===== config.mk =====
export PLATFORM = sky130hd
export DESIGN_NAME = io_uart_flat
export DESIGN_NICKNAME = d
export VERILOG_FILES = /design/src/rtl/io_uart_if.sv /design/src/rtl/io_uart.sv /design/src/flat_wrapper.sv
export SDC_FILE = /design/constraint.sdc
export NUM_CORES = 1
export LEC_CHECK = 0
export CAP_MARGIN = 40
export CORE_MARGIN = 5
export CORE_UTILIZATION = 47
export CTS_BUF_LIST = sky130_fd_sc_hd__clkbuf_4
export DETAILED_ROUTE_END_ITERATION = 8
export GPL_ROUTABILITY_DRIVEN = 0
export PLACE_DENSITY = 0.71
export SLEW_MARGIN = 20
export SYNTH_ARGS = -nofsm -noshare
export SYNTH_HDL_FRONTEND = slang
export SYNTH_SLANG_ARGS = --single-unit

===== constraint.sdc =====
create_clock -name clk -period 5.2 [get_ports clk]
set_input_delay 1.04 -clock clk [delete_from_list [all_inputs] [get_ports clk]]
set_output_delay 1.04 -clock clk [all_outputs]
set_load 0.03 [all_outputs]

===== src/rtl/io_uart_if.sv =====
// I/O bus between the processor's I/O port and the UART peripheral.
// The master drives strobes, address and write data; the slave returns registered read data.
interface io_uart_if;
  logic        io_write_en;
  logic        io_read_en;
  logic [31:0] io_address;
  logic [31:0] io_write_data;
  logic [31:0] io_read_data;

  modport master (output io_write_en, io_read_en, io_address, io_write_data,
                  input  io_read_data);
  modport slave  (input  io_write_en, io_read_en, io_address, io_write_data,
                  output io_read_data);
endinterface


===== src/rtl/io_uart.sv =====
// Memory-mapped UART: 8-entry TX FIFO, one-entry RX holding register, and a status word.
// Define IO_UART_LOOPBACK_EN to feed the RX synchronizer from the internal uart_tx.
//
// state    | meaning
// TX_IDLE  | line high, waiting for a FIFO entry
// TX_START | start bit (0) for one bit time
// TX_DATA  | 8 data bits, LSB first
// TX_STOP  | stop bit (1); chains straight into TX_START if more data is queued
// RX_IDLE  | waiting for a synchronized falling edge
// RX_START | half a bit time, then confirm the start bit is still low
// RX_DATA  | 8 centre samples, one per bit time
// RX_STOP  | centre sample of the stop bit, then deliver the byte
module io_uart #(
  parameter logic [31:0] BASE_ADDRESS = 32'h18,
  parameter int          BAUD_DIVIDE  = 434,
  parameter int          FIFO_DEPTH   = 8
) (
  input  logic       clk,
  input  logic       reset_n,
  io_uart_if.slave   bus,
  output logic       uart_tx,
  input  logic       uart_rx
);

  localparam int AW = $clog2(FIFO_DEPTH);
  localparam int CW = $clog2(BAUD_DIVIDE);
  localparam logic [CW-1:0] BIT_LAST  = CW'(BAUD_DIVIDE - 1);
  localparam logic [CW-1:0] HALF_LAST = CW'(BAUD_DIVIDE / 2 - 1);

  typedef enum logic [1:0] {TX_IDLE, TX_START, TX_DATA, TX_STOP} tx_state_t;
  typedef enum logic [1:0] {RX_IDLE, RX_START, RX_DATA, RX_STOP} rx_state_t;

  logic sel_stat, sel_txd, sel_rxd;
  assign sel_stat = (bus.io_address == BASE_ADDRESS);
  assign sel_txd  = (bus.io_address == BASE_ADDRESS + 32'd4);
  assign sel_rxd  = (bus.io_address == BASE_ADDRESS + 32'd8);

  logic unused_in;

  // TX FIFO
  logic [7:0]  fifo_mem [FIFO_DEPTH];
  logic [AW:0] wr_ptr, rd_ptr;
  logic        full, empty, push, pop;
  logic [7:0]  fifo_out;

  assign full     = (wr_ptr[AW] != rd_ptr[AW]) && (wr_ptr[AW-1:0] == rd_ptr[AW-1:0]);
  assign empty    = (wr_ptr == rd_ptr);
  assign push     = bus.io_write_en && sel_txd && (!full || pop);
  assign fifo_out = fifo_mem[rd_ptr[AW-1:0]];

  always_ff @(posedge clk or negedge reset_n) begin
    if (!reset_n) begin
      wr_ptr <= '0;
      rd_ptr <= '0;
    end else begin
      if (push) wr_ptr <= wr_ptr + 1'b1;
      if (pop)  rd_ptr <= rd_ptr + 1'b1;
    end
  end

  always_ff @(posedge clk) begin
    if (push) fifo_mem[wr_ptr[AW-1:0]] <= bus.io_write_data[7:0];
  end

  // TX shifter
  tx_state_t     tx_state;
  logic [CW-1:0] tx_cnt;
  logic [2:0]    tx_bit;
  logic [7:0]    tx_shift;

  assign pop = !empty && ((tx_state == TX_IDLE) || (tx_state == TX_STOP && tx_cnt == '0));

  always_ff @(posedge clk or negedge reset_n) begin
    if (!reset_n) begin
      tx_state <= TX_IDLE;
      tx_cnt   <= '0;
      tx_bit   <= '0;
      tx_shift <= '0;
      uart_tx  <= 1'b1;
    end else begin
      case (tx_state)
        TX_IDLE: begin
          if (pop) begin
            tx_state <= TX_START;
            tx_shift <= fifo_out;
            tx_cnt   <= BIT_LAST;
            uart_tx  <= 1'b0;
          end
        end
        TX_START: begin
          if (tx_cnt == '0) begin
            tx_state <= TX_DATA;
            tx_cnt   <= BIT_LAST;
            tx_bit   <= '0;
            uart_tx  <= tx_shift[0];
          end else begin
            tx_cnt <= tx_cnt - CW'(1);
          end
        end
        TX_DATA: begin
          if (tx_cnt == '0) begin
            tx_cnt <= BIT_LAST;
            if (tx_bit == 3'd7) begin
              tx_state <= TX_STOP;
              uart_tx  <= 1'b1;
            end else begin
              tx_bit   <= tx_bit + 3'd1;
              uart_tx  <= tx_shift[1];
              tx_shift <= {1'b0, tx_shift[7:1]};
            end
          end else begin
            tx_cnt <= tx_cnt - CW'(1);
          end
        end
        TX_STOP: begin
          if (tx_cnt == '0) begin
            if (pop) begin
              tx_state <= TX_START;
              tx_shift <= fifo_out;
              tx_cnt   <= BIT_LAST;
              uart_tx  <= 1'b0;
            end else begin
              tx_state <= TX_IDLE;
            end
          end else begin
            tx_cnt <= tx_cnt - CW'(1);
          end
        end
        default: tx_state <= TX_IDLE;
      endcase
    end
  end

  // RX synchronizer and edge detect
  logic rx_src, rx_s1, rx_s2, rx_s3;
`ifdef IO_UART_LOOPBACK_EN
  assign rx_src    = uart_tx;
  assign unused_in = uart_rx ^ (^bus.io_write_data[31:8]);
`else
  assign rx_src    = uart_rx;
  assign unused_in = ^bus.io_write_data[31:8];
`endif

  always_ff @(posedge clk or negedge reset_n) begin
    if (!reset_n) begin
      rx_s1 <= 1'b1;
      rx_s2 <= 1'b1;
      rx_s3 <= 1'b1;
    end else begin
      rx_s1 <= rx_src;
      rx_s2 <= rx_s1;
      rx_s3 <= rx_s2;
    end
  end

  // RX receiver and holding register
  rx_state_t     rx_state;
  logic [CW-1:0] rx_cnt;
  logic [2:0]    rx_bit;
  logic [7:0]    rx_shift, rx_byte;
  logic          rx_valid, rx_overrun, rx_frame_err, rd_clear;

  assign rd_clear = bus.io_read_en && sel_rxd;

  always_ff @(posedge clk or negedge reset_n) begin
    if (!reset_n) begin
      rx_state     <= RX_IDLE;
      rx_cnt       <= '0;
      rx_bit       <= '0;
      rx_shift     <= '0;
      rx_byte      <= '0;
      rx_valid     <= 1'b0;
      rx_overrun   <= 1'b0;
      rx_frame_err <= 1'b0;
    end else begin
      if (rd_clear) begin
        rx_valid     <= 1'b0;
        rx_overrun   <= 1'b0;
        rx_frame_err <= 1'b0;
      end
      case (rx_state)
        RX_IDLE: begin
          if (rx_s3 && !rx_s2) begin
            rx_state <= RX_START;
            rx_cnt   <= HALF_LAST;
          end
        end
        RX_START: begin
          if (rx_cnt == '0) begin
            rx_state <= rx_s2 ? RX_IDLE : RX_DATA;
            rx_cnt   <= BIT_LAST;
            rx_bit   <= '0;
          end else begin
            rx_cnt <= rx_cnt - CW'(1);
          end
        end
        RX_DATA: begin
          if (rx_cnt == '0) begin
            rx_shift <= {rx_s2, rx_shift[7:1]};
            rx_cnt   <= BIT_LAST;
            if (rx_bit == 3'd7) rx_state <= RX_STOP;
            else                rx_bit   <= rx_bit + 3'd1;
          end else begin
            rx_cnt <= rx_cnt - CW'(1);
          end
        end
        RX_STOP: begin
          if (rx_cnt == '0) begin
            // Delivery beats a same-cycle read: the new byte stays valid, no overrun.
            rx_state     <= RX_IDLE;
            rx_byte      <= rx_shift;
            rx_valid     <= 1'b1;
            rx_overrun   <= !rd_clear && (rx_overrun || rx_valid);
            rx_frame_err <= (!rd_clear && rx_frame_err) || !rx_s2;
          end else begin
            rx_cnt <= rx_cnt - CW'(1);
          end
        end
        default: rx_state <= RX_IDLE;
      endcase
    end
  end

  // Registered read port; unmapped reads leave the last value in place
  logic tx_idle;
  assign tx_idle = empty && (tx_state == TX_IDLE);

  always_ff @(posedge clk or negedge reset_n) begin
    if (!reset_n) begin
      bus.io_read_data <= '0;
    end else if (bus.io_read_en) begin
      if (sel_stat)
        bus.io_read_data <= {27'b0, tx_idle, rx_frame_err, rx_overrun, rx_valid, !full};
      else if (sel_txd)
        bus.io_read_data <= '0;
      else if (sel_rxd)
        bus.io_read_data <= {24'b0, rx_byte};
    end
  end

endmodule


===== src/flat_wrapper.sv =====
// flat-port wrapper written by rule: the top's interface ports become plain ports
module io_uart_flat 
#(
  parameter logic [31:0] BASE_ADDRESS = 32'h18,
  parameter int          BAUD_DIVIDE  = 434,
  parameter int          FIFO_DEPTH   = 8
)
  (clk, reset_n, uart_tx, uart_rx, bus_io_write_en, bus_io_read_en, bus_io_address, bus_io_write_data, bus_io_read_data);
  io_uart_if bus_i ();
  input  logic clk;
  input  logic reset_n;
  output logic uart_tx;
  input  logic uart_rx;
  input wire logic [$bits(bus_i.io_write_en)-1:0] bus_io_write_en;
  input wire logic [$bits(bus_i.io_read_en)-1:0] bus_io_read_en;
  input wire logic [$bits(bus_i.io_address)-1:0] bus_io_address;
  input wire logic [$bits(bus_i.io_write_data)-1:0] bus_io_write_data;
  output wire logic [$bits(bus_i.io_read_data)-1:0] bus_io_read_data;
  assign bus_i.io_write_en = bus_io_write_en;
  assign bus_i.io_read_en = bus_io_read_en;
  assign bus_i.io_address = bus_io_address;
  assign bus_i.io_write_data = bus_io_write_data;
  assign bus_io_read_data = bus_i.io_read_data;
  io_uart #(.BASE_ADDRESS(BASE_ADDRESS), .BAUD_DIVIDE(BAUD_DIVIDE), .FIFO_DEPTH(FIFO_DEPTH)) u_core (.clk(clk), .reset_n(reset_n), .bus(bus_i), .uart_tx(uart_tx), .uart_rx(uart_rx));
endmodule

==> results of run 1 <==
critical path: stages:
cell	delay, ps
sky130_fd_sc_hd__clkdlybuf4s50_1	400
sky130_fd_sc_hd__nor4_1	350
sky130_fd_sc_hd__nand3_1	210
sky130_fd_sc_hd__nor4_2	500
sky130_fd_sc_hd__nand3_1	200
sky130_fd_sc_hd__nor2_1	440
sky130_fd_sc_hd__buf_4	250
power groups by stage:
| stage | logic [mW] | registers, mW | clock network, mW |
|---|---|---|---|
| after floorplan | 0.381 | 1.29 | 0 |
| after global placement | 0.469 | 1.30 | 0 |
| after detailed placement | 0.496 | 1.30 | 0 |
| after CTS | 0.499 | 1.28 | 0.702 |
| after global routing | 0.562 | 1.29 | 0.756 |
| final | 0.503 | 1.28 | 0.676 |
flip-flops by register name, indices dropped and copies added, names as in the netlist, 2 cells and up, named ones only:
name and cells:
u_core.tx_bit 3, u_core.rd_ptr 4, u_core.rx_shift 8, u_core.fifo_mem 64
u_core.bus.io_read_data 8, u_core.rx_cnt 9, u_core.wr_ptr 4, u_core.tx_shift 8
u_core.rx_bit 3, u_core.tx_state 2, u_core.rx_byte 8, u_core.tx_cnt 9
layout make-up:
| type | count | area (sq um) | area share [%] |
|---|---|---|---|
| Tap cell | 180 | 225 | 2.98 |
| Clock buffer | 17 | 128 | 1.69 |
| Inverter | 26 | 97.6 | 1.29 |
| Sequential cell | 139 | 3800 | 50.3 |
| Multi-Input combinational cell | 339 | 2540 | 33.6 |
| Clock inverter | 15 | 150 | 1.99 |
| Timing Repair Buffer | 63 | 612 | 8.09 |
stage by stage:
step | hold slack, ps | area [sq um] | instances | utilization (%)
finish | 358 | 7560 | 779 | 54.7
global route | 370 | 7560 | 779 | 54.7
CTS | 363 | 7540 | 777 | 54.6
detailed placement | 356 | 7270 | 745 | 52.6
global placement | 347 | 7240 | 743 | 52.4
floorplan | 345 | 6700 | 547 | -
cells in the final DEF (no fill, tap or decap), drive strengths merged, types with 3 or more instances in the layout:
cell type      netlist  layout
buf                 31      11
inv                 26      37
nor4                12      12
clkbuf              12      17
edfxtp              64      64
a31oi                4       4
a21oi               18      18
nand2               32      32
nand2b               4       4
o2bb2ai              3       3
o31ai                6       6
a22o                 7       7
dfstp                4       4
conb                 1      24
o41ai                3       3
mux2                30      30
nor3                13      13
dfrtp               71      71
a21o                 3       3
ha                  17      17
xnor2                8       8
nor2                33      33
mux4                16      16
o21ai               29      29
clkdlybuf4s50        0      52
o22ai                3       3
o22a                 7       7
mux2i               10      10
nand4                6       6
nand3               11      11
kinds of logic (layout without fill, tap and decap cells):
kind of cell               count (synthesis)  after routing  share of synthesized area, %
and+or+nand+nor                          133            133                          10.2
AOI/OAI and AO/OA                         99             99                          10.2
buffers and inverters                     69            121                          5.39
adders and majority gates                 17             17                          3.21
muxes                                     56             56                          12.1
other                                      1             24                        0.0567
xor gates and xnor gates                  10             10                          1.32
DFF                                      139            139                          57.5
cells in the mapped netlist, drive strengths merged, types with 7 or more instances:
master   n
a21oi   18
a22o     7
buf     31
clkbuf  12
dfrtp   71
edfxtp  64
ha      17
inv     26
mux2    30
mux2i   10
mux4    16
nand2   32
nand3   11
nor2    33
nor3    13
nor4    12
o21ai   29
o22a     7
xnor2    8
worst min path at each step:
| stage | to | slack (ps) | depth (start not counted) |
|---|---|---|---|
| floorplan | u_core.rx_s2$_DFF_PN1_ | 350 | 0 |
| global placement | u_core.rx_s2$_DFF_PN1_ | 350 | 0 |
| detailed placement | u_core.rx_s2$_DFF_PN1_ | 360 | 0 |
| CTS | u_core.rx_s2$_DFF_PN1_ | 360 | 0 |
| global route | u_core.rx_s2$_DFF_PN1_ | 370 | 0 |
| finish | u_core.rx_s2$_DFF_PN1_ | 360 | 0 |
per-layer routing:
| metal | track usage [%] | wire (um) | up-vias |
|---|---|---|---|
| met5 | 0 | 0 | - |
| met3 | 4.11 | 525 | 10 |
| met1 | 21.6 | 5710 | 2145 |
| met4 | 5.56 | 109 | 0 |
| li1 | - | - | 2051 |
| met2 | 27.3 | 6550 | 92 |
==> reports/summary.txt, run 1 <==
Placeable Area = 0.0138 sq mm
Number of gates given a new drive strength after cts = 0
Relative contribution of combinational cells to total power = 20.4%
Required time reported for the critical path endpoint = 5470 ps
Routed length per instance = 16.6 um
Setup bufs post-CTS = 0
Initial standard-cell utilization of the core = 47.9%
Number of antenna diodes = 0
Floorplan die width = 129 um
Worst clock skew on the final layout = 14.6 ps
Number of clock sinks = 139
Violation count after the first detailed-routing iteration = 299
Number of maximum-capacitance constraint violations = 0
Path depth of the worst reg2reg path = 8
Cell row count = 43
Port Buffers = 53
Switching Share = 33.1%
Die Y = 129 um
Top cells by area, synth = sky130_fd_sc_hd__edfxtp_1 (29%), sky130_fd_sc_hd__dfrtp_1 (27%), sky130_fd_sc_hd__mux4_2 (5.4%)
DP Wirelength = 9.16 mm
Area share of the largest cell type after synthesis = 29.0%
Total routing usage reported by global routing = 16.6%
Timing-limited maximum frequency = 319 MHz
Outcome = complete, no violations
Number of buffers on the longest clock path = 2
Peak ir drop on the vdd network = 0.217 mV
Number of antenna-violating nets in the routed design = 0
Unrepaired setup endpoints after global routing = no
Setup-violating endpoint count in the final report = 0
Worst flop-to-flop path startpoint = u_core.tx_cnt[0]$_DFF_PN0_
Filler cell count = 1,139
Final WL = 12.9 mm
Worst R2R Setup Slack = 2310 ps
Mean post-synth cell area = 12.6 sq um
Async set-reset flop share out of synthesis = 54.0%
Drt drc = 0
Relative contribution of the clock network to total power = 27.4%
Actual slew at the worst max-slew pin = 824 ps
CTS tree = yes
Crit Path Class = input pin to flop
Relative slew margins = 45.1%
Number of detailed-routing iterations run before antenna repair = 5
Wire length of the first global-routing pass = 21.5 mm
Number of slew-limit violations in the final report = 0
Area grow syn2layout = 14.2%
Endpoint of the most critical setup path = u_core.fifo_mem[5][1]$_DFFE_PP_
Critical path capture point type = flop
Initial antenna violation count = 0
Pin count of the biggest net entering global routing = 40
Final layout net count = 672
Psw = 0.815 mW
Overflow left after global routing = 0
Vias/cell = 5.52
Via count of the first global-routing pass = 4,302
Sequential area share after synthesis = 57.5%
Hold/Removal Path Class = flop to flop
Synth unique cells = 60
Critical path launch point type = input pin
Clock tree root driver cell = sky130_fd_sc_hd__clkbuf_4
Number of instances in the synthesized netlist = 524
Pre-CTS WS = 1320 ps
Internal Power = 1.65 mW
Count of H-tree levels built during CTS = 4
Clock latency on the worst-skew pair = 550 ps
Data arrival at the endpoint of the critical path = 3410 ps
Fraction of final layout cells with drive strength greater than 1 = 17.2%
Power density over cell area = 326 mW/mm^2
Number of enable flip-flop cells after synthesis = 64
Largest fanout of any net on the critical path = 5
Sequential cell fraction of total power = 52.1%
Area of the die = 0.0166 sq mm
Final period demand of the worst path = 3140 ps
Hold path start = u_core.rx_s1$_DFF_PN1_
Final Hold Viols = 0
Setup TNS after final layout = 0 ps
Hold buffer count at cts = 0
Ys Warns = 0
Num CTS Buffers = 17
Number of flip-flops and latches in the synthesized netlist = 139
Share of the clock period used by the worst path = 60.4%
Worst path setup slack after routing = 2060 ps
Final total power = 2.46 mW
Launch point of the worst path = bus_io_address[1]
P_leak = 3.06 nW
Worst-path clk slew = 140 ps
Cell type with the highest aggregate area in the netlist = sky130_fd_sc_hd__edfxtp_1
Dominant register cell in the synthesized netlist = sky130_fd_sc_hd__dfrtp_1
Worst reg2reg endpoint = u_core.fifo_mem[5][1]$_DFFE_PP_
Number of primary I/O pins = 102
Post-Syn Area = 0.00662 sq mm
Via Count = 4,298
Power figures use the tool's default switching activity.
==> inputs of run 2 (changes only) <==
--- a/config.mk
+++ b/config.mk
@@ -11,7 +11,7 @@
 export CTS_BUF_LIST = sky130_fd_sc_hd__clkbuf_4
 export DETAILED_ROUTE_END_ITERATION = 8
 export GPL_ROUTABILITY_DRIVEN = 0
-export PLACE_DENSITY = 0.71
+export PLACE_DENSITY = 0.74
 export SLEW_MARGIN = 20
 export SYNTH_ARGS = -nofsm -noshare
 export SYNTH_HDL_FRONTEND = slang
==> constraint.sdc (replaced) <==
create_clock -name clk -period 2.84 [get_ports clk]
set_input_delay 0.568 -clock clk [delete_from_list [all_inputs] [get_ports clk]]
set_output_delay 0.568 -clock clk [all_outputs]
set_load 0.03 [all_outputs]
==> reports/summary.txt, run 2 (same netlist as run 1, synthesis figures left out) <==
Wire length of the first global-routing pass = 21.7 mm
Number of flip-flops in the largest register = 64
Post-Place Cell Area = 0.00740 sq mm
Worst clock skew on the final layout = 25.7 ps
Worst R2R Setup Slack = 250 ps
Final design area excluding fillers = 0.00767 sq mm
Final total power = 4.46 mW
Filler cell count = 1,149
Path depth of the worst reg2reg path = 6
Initial antenna violation count = 0
Fin util = 55.5%
Number of antenna diodes = 0
Setup bufs post-CTS = 0
Number of clock sinks = 139
DP Wirelength = 9.42 mm
Via count of the first global-routing pass = 4,436
Initial standard-cell utilization of the core = 47.9%
Worst path setup slack after routing = 249 ps
Endpoint of the most critical setup path = u_core.fifo_mem[1][6]$_DFFE_PP_
Final layout net count = 685
Actual slew at the worst max-slew pin = 655 ps
Largest fanout of any net on the critical path = 8
Number of gates given a new drive strength after cts = 0
Via Count = 4,348
Floorplan die width = 129 um
Relative slew margins = 55.9%
Pin count of the biggest net entering global routing = 51
Worst reg2reg endpoint = u_core.fifo_mem[1][6]$_DFFE_PP_
Unrepaired setup endpoints after global routing = no
Number of primary I/O pins = 102
Number of antenna-violating nets in the routed design = 0
Number of maximum-capacitance constraint violations = 0
Placed cell count = 759
Placeable Area = 0.0138 sq mm
Data arrival at the endpoint of the critical path = 2840 ps
Crit Path Class = flop to flop
Outcome = complete, no violations
Setup-violating endpoint count in the final report = 0
Final WL = 13.1 mm
Cell Count, Final, Fillers Out = 792
P_leak = 3.12 nW
Required time reported for the critical path endpoint = 3090 ps
Violation count after the first detailed-routing iteration = 240
Hold buffer count at cts = 1
CTS tree = yes
Area grow syn2layout = 16.0%
Vias/cell = 5.49
Overflow left after global routing = 0
Power density over cell area = 581 mW/mm^2
Number of buffers on the longest clock path = 2
Share of the clock period used by the worst path = 91.2%
Drt drc = 0
Clock tree root driver cell = sky130_fd_sc_hd__clkbuf_4
Final Hold Viols = 0
Peak ir drop on the vdd network = 0.516 mV
Count of H-tree levels built during CTS = 4
Cell row count = 43
Hold/Removal Path Class = flop to flop
Worst flop-to-flop path startpoint = u_core.tx_cnt[2]$_DFF_PN0_
Fraction of final layout cells with drive strength greater than 1 = 19.0%
Area of the die = 0.0166 sq mm
Critical path capture point type = flop
Pre-CTS WS = -161 ps
Number of slew-limit violations in the final report = 0
Critical path launch point type = flop
Final period demand of the worst path = 2590 ps
Die Y = 129 um
Number of detailed-routing iterations run before antenna repair = 6
Hold WS = 374 ps
Setup TNS after final layout = 0 ps
Routed length per instance = 16.5 um
Total routing usage reported by global routing = 16.6%
Commonest cells after routing, fill and taps aside = sky130_fd_sc_hd__dfrtp_1 (71), sky130_fd_sc_hd__edfxtp_1 (64), sky130_fd_sc_hd__clkdlybuf4s50_1 (52)
Clock latency on the worst-skew pair = 540 ps
Worst-path clk slew = 140 ps
Timing-limited maximum frequency = 386 MHz
Num CTS Buffers = 17
Port Buffers = 53
Launch point of the worst path = u_core.tx_cnt[2]$_DFF_PN0_
Most common library cell in the layout ignoring fill and taps = sky130_fd_sc_hd__dfrtp_1
-- run 2: changes by cell type in the layout (fill, tap and decap cells not counted), sizes merged --
cell / change
dlygate4sd3: +1
inv: -4
buf: +12
clkinvlp: +2
clkinv: +2
-- run 2: layout make-up --
type | count | area (sq um) | area share [%]
clock buffer | 17 | 128 | 1.66
clock inverter | 15 | 135 | 1.76
inverter | 26 | 97.6 | 1.27
multi-input combinational | 339 | 2550 | 33.2
sequential | 139 | 3800 | 49.6
tap | 180 | 225 | 2.93
timing repair buffer | 76 | 736 | 9.59
-- run 2: per-layer routing --
metal	wire [um]	up-vias	GRT usage (%)
met2	6800	93	28.7
met4	182	0	5.68
met1	5560	2166	20.7
li1	-	2070	-
met3	526	19	3.86
met5	0	-	0
-- run 2: worst min-delay path by stage --
stage | endpoint | start | slack, ps | depth (start not counted)
floorplan | async pin | reset_n | 270 | 0
detailed placement | u_core.rx_s2$_DFF_PN1_ | u_core.rx_s1$_DFF_PN1_ | 350 | 0
global placement | u_core.rx_s2$_DFF_PN1_ | u_core.rx_s1$_DFF_PN1_ | 350 | 0
global route | u_core.rx_s2$_DFF_PN1_ | u_core.rx_s1$_DFF_PN1_ | 370 | 0
CTS | u_core.rx_s1$_DFF_PN1_ | uart_rx | 370 | 1
finish | u_core.rx_s2$_DFF_PN1_ | u_core.rx_s1$_DFF_PN1_ | 370 | 0
-- run 2: power breakdown --
group | switching (mW) | internal (mW) | total [mW] | leakage, nW
Clock | 0.807 | 0.379 | 1.19 | 0.133
Combinational | 0.549 | 0.381 | 0.930 | 1.41
Sequential | 0.111 | 2.24 | 2.35 | 1.57
Total | 1.47 | 3.00 | 4.46 | 3.12
-- run 2: critical path: stages, from the launching register on --
cell and delay [ps]:
sky130_fd_sc_hd__dfrtp_1 460, sky130_fd_sc_hd__nor4_1 620, sky130_fd_sc_hd__a31o_2 300, sky130_fd_sc_hd__or3_1 200
sky130_fd_sc_hd__nand2_1 170, sky130_fd_sc_hd__nor3_1 300, sky130_fd_sc_hd__buf_4 260
==> inputs of run 3 (changes only) <==
--- a/config.mk
+++ b/config.mk
@@ -5,10 +5,10 @@
 export SDC_FILE = /design/constraint.sdc
 export NUM_CORES = 1
 export LEC_CHECK = 0
-export CAP_MARGIN = 40
 export CORE_MARGIN = 5
 export CORE_UTILIZATION = 47
 export CTS_BUF_LIST = sky130_fd_sc_hd__clkbuf_4
+export CTS_CLUSTER_SIZE = 8
 export DETAILED_ROUTE_END_ITERATION = 8
 export GPL_ROUTABILITY_DRIVEN = 0
 export PLACE_DENSITY = 0.74
==> constraint.sdc (replaced) <==
create_clock -name clk -period 2.84 [get_ports clk]
set_input_delay 0.568 -clock clk [delete_from_list [all_inputs] [get_ports clk]]
set_output_delay 0.568 -clock clk [all_outputs]
set_load 0.1 [all_outputs]
==> reports/summary.txt, run 3 (same netlist as run 1, synthesis figures left out) <==
Initial antenna violation count = 0
Pre-CTS WS = -42.8 ps
Violation count after the first detailed-routing iteration = 239
Vias/cell = 5.54
Via Count = 4,372
Required time reported for the critical path endpoint = 3080 ps
Cell row count = 43
Setup bufs post-CTS = 0
Floorplan die width = 129 um
Internal Power = 2.99 mW
Critical path launch point type = flop
Relative contribution of combinational cells to total power = 22.2%
Hold buffer count at cts = 0
Worst path setup slack after routing = 310 ps
Filler cell count = 1,092
Worst clock skew on the final layout = 18.5 ps
Setup-violating endpoint count in the final report = 0
Clock tree root driver cell = sky130_fd_sc_hd__clkbuf_4
Overflow left after global routing = 0
CTS tree = yes
Area grow syn2layout = 14.9%
Area used by multi-input combinational logic = 0.00255 sq mm
Worst R2R Setup Slack = 310 ps
Drt drc = 0
Hold/Removal Path Class = input pin to async pin
Placeable Area = 0.0138 sq mm
Storage element area = 0.00380 sq mm
Final WL = 12.9 mm
Most common library cell in the layout ignoring fill and taps = sky130_fd_sc_hd__dfrtp_1
Placed cell count = 757
Port Buffers = 53
P_leak = 3.13 nW
Final period demand of the worst path = 2530 ps
Number of gates given a new drive strength after cts = 0
Worst reg2reg endpoint = u_core.fifo_mem[3][7]$_DFFE_PP_
Share of the clock period used by the worst path = 89.1%
Data arrival at the endpoint of the critical path = 2770 ps
Via count of the first global-routing pass = 4,325
Number of clock sinks = 139
Final total power = 4.54 mW
Clock latency on the worst-skew pair = 540 ps
Pin count of the biggest net entering global routing = 76
Timing-limited maximum frequency = 395 MHz
Commonest cells after routing, fill and taps aside = sky130_fd_sc_hd__dfrtp_1 (71), sky130_fd_sc_hd__edfxtp_1 (64), sky130_fd_sc_hd__clkdlybuf4s50_1 (43)
Path depth of the worst reg2reg path = 9
Die Y = 129 um
Actual slew at the worst max-slew pin = 931 ps
Switching Share = 34.0%
Crit Path Class = flop to flop
Final Hold Viols = 0
Psw = 1.54 mW
Relative slew margins = 37.9%
Number of flip-flops in the largest register = 64
Number of antenna diodes = 0
Fraction of final layout cells with drive strength greater than 1 = 20.4%
Total routing usage reported by global routing = 16.4%
DP Wirelength = 9.03 mm
Cell Count, Final, Fillers Out = 789
Routed length per instance = 16.3 um
Wire length of the first global-routing pass = 21.3 mm
Endpoint of the most critical setup path = u_core.fifo_mem[3][7]$_DFFE_PP_
Outcome = complete, no violations
Count of H-tree levels built during CTS = 4
Relative contribution of the clock network to total power = 26.1%
Power density over cell area = 596 mW/mm^2
Critical path capture point type = flop
Number of primary I/O pins = 102
Number of antenna-violating nets in the routed design = 0
Number of slew-limit violations in the final report = 0
Launch point of the worst path = u_core.tx_cnt[0]$_DFF_PN0_
Worst flop-to-flop path startpoint = u_core.tx_cnt[0]$_DFF_PN0_
Num CTS Buffers = 17
Peak ir drop on the vdd network = 0.415 mV
Sequential cell fraction of total power = 51.7%
Unrepaired setup endpoints after global routing = no
Final layout net count = 682
Initial standard-cell utilization of the core = 47.9%
Worst-path clk slew = 130 ps
Number of maximum-capacitance constraint violations = 0
Fin util = 55.0%
Number of buffers on the longest clock path = 2
Number of detailed-routing iterations run before antenna repair = 4
Largest fanout of any net on the critical path = 8
Area of the die = 0.0166 sq mm
[run 3: changes by cell type in the layout (fill, tap and decap cells not counted)]
cell	before	now
sky130_fd_sc_hd__buf_16	1	0
sky130_fd_sc_hd__buf_4	21	29
sky130_fd_sc_hd__clkdlybuf4s50_1	52	43
sky130_fd_sc_hd__clkinv_1	1	0
sky130_fd_sc_hd__clkinv_2	1	3
sky130_fd_sc_hd__clkinv_4	1	3
sky130_fd_sc_hd__clkinvlp_4	4	0
sky130_fd_sc_hd__dlygate4sd3_1	1	0
sky130_fd_sc_hd__inv_6	3	6
sky130_fd_sc_hd__inv_8	4	2
[run 3: area by class of cell]
cell class              instances  share of cell area (%)
flip-flops and latches        139                    50.0
clock inverters                15                    1.74
well taps                     180                    2.96
clock buffers                  17                    1.68
inverters                      26                    1.28
repair buffers                 73                    8.79
multi-input cells             339                    33.5
[run 3: worst max-delay path, stage by stage, from the launching register on]
cell                      delay (ps)
sky130_fd_sc_hd__dfrtp_1         420
sky130_fd_sc_hd__inv_1            90
sky130_fd_sc_hd__ha_1            240
sky130_fd_sc_hd__nor4b_1         310
sky130_fd_sc_hd__buf_4           190
sky130_fd_sc_hd__a31o_2          180
sky130_fd_sc_hd__or3_1           210
sky130_fd_sc_hd__nand2_1         160
sky130_fd_sc_hd__nor3_1          210
sky130_fd_sc_hd__buf_4           230
[run 3: metrics by stage]
step / cell area, sq um / setup TNS (ps) / hold slack (ps)
after floorplan: 6710 / 0 / 272
after global placement: 7340 / -730 / 347
after detailed placement: 7340 / -1010 / 348
after CTS: 7600 / 0 / 143
after global routing: 7600 / 0 / 193
final: 7600 / 0 / 157
[run 3: worst min path at each step]
| stage | endpoint | startpoint | cells after the start |
|---|---|---|---|
| 2_1_floorplan | async pin | reset_n | 0 |
| 3_3_place_gp | u_core.rx_s2$_DFF_PN1_ | u_core.rx_s1$_DFF_PN1_ | 0 |
| 3_5_place_dp | u_core.rx_s2$_DFF_PN1_ | u_core.rx_s1$_DFF_PN1_ | 0 |
| 4_1_cts | u_core.rx_bit[1]$_DFFE_PN0P_ | reset_n | 1 |
| 5_1_grt | u_core.rx_bit[0]$_DFFE_PN0P_ | reset_n | 1 |
| 6_report | u_core.rx_bit[2]$_DFFE_PN0P_ | reset_n | 1 |
[run 3: power by group through the flow]
| stage | registers, mW | clock network [mW] | logic, mW |
|---|---|---|---|
| 2_1_floorplan | 2.36 | 0 | 0.793 |
| 3_3_place_gp | 2.37 | 0 | 0.957 |
| 3_5_place_dp | 2.39 | 0 | 0.993 |
| 4_1_cts | 2.34 | 1.21 | 1.00 |
| 5_1_grt | 2.37 | 1.31 | 1.13 |
| 6_report | 2.34 | 1.18 | 1.01 |
[run 3: metal layers]
metal / share of wire [%] / vias to the layer above / GRT usage [%]
met5: 0 / - / 0
met1: 42 / 2179 / 20.0
li1: - / 2053 / -
met3: 4.5 / 15 / 4.03
met2: 52 / 125 / 28.4
met4: 1.3 / 0 / 5.50
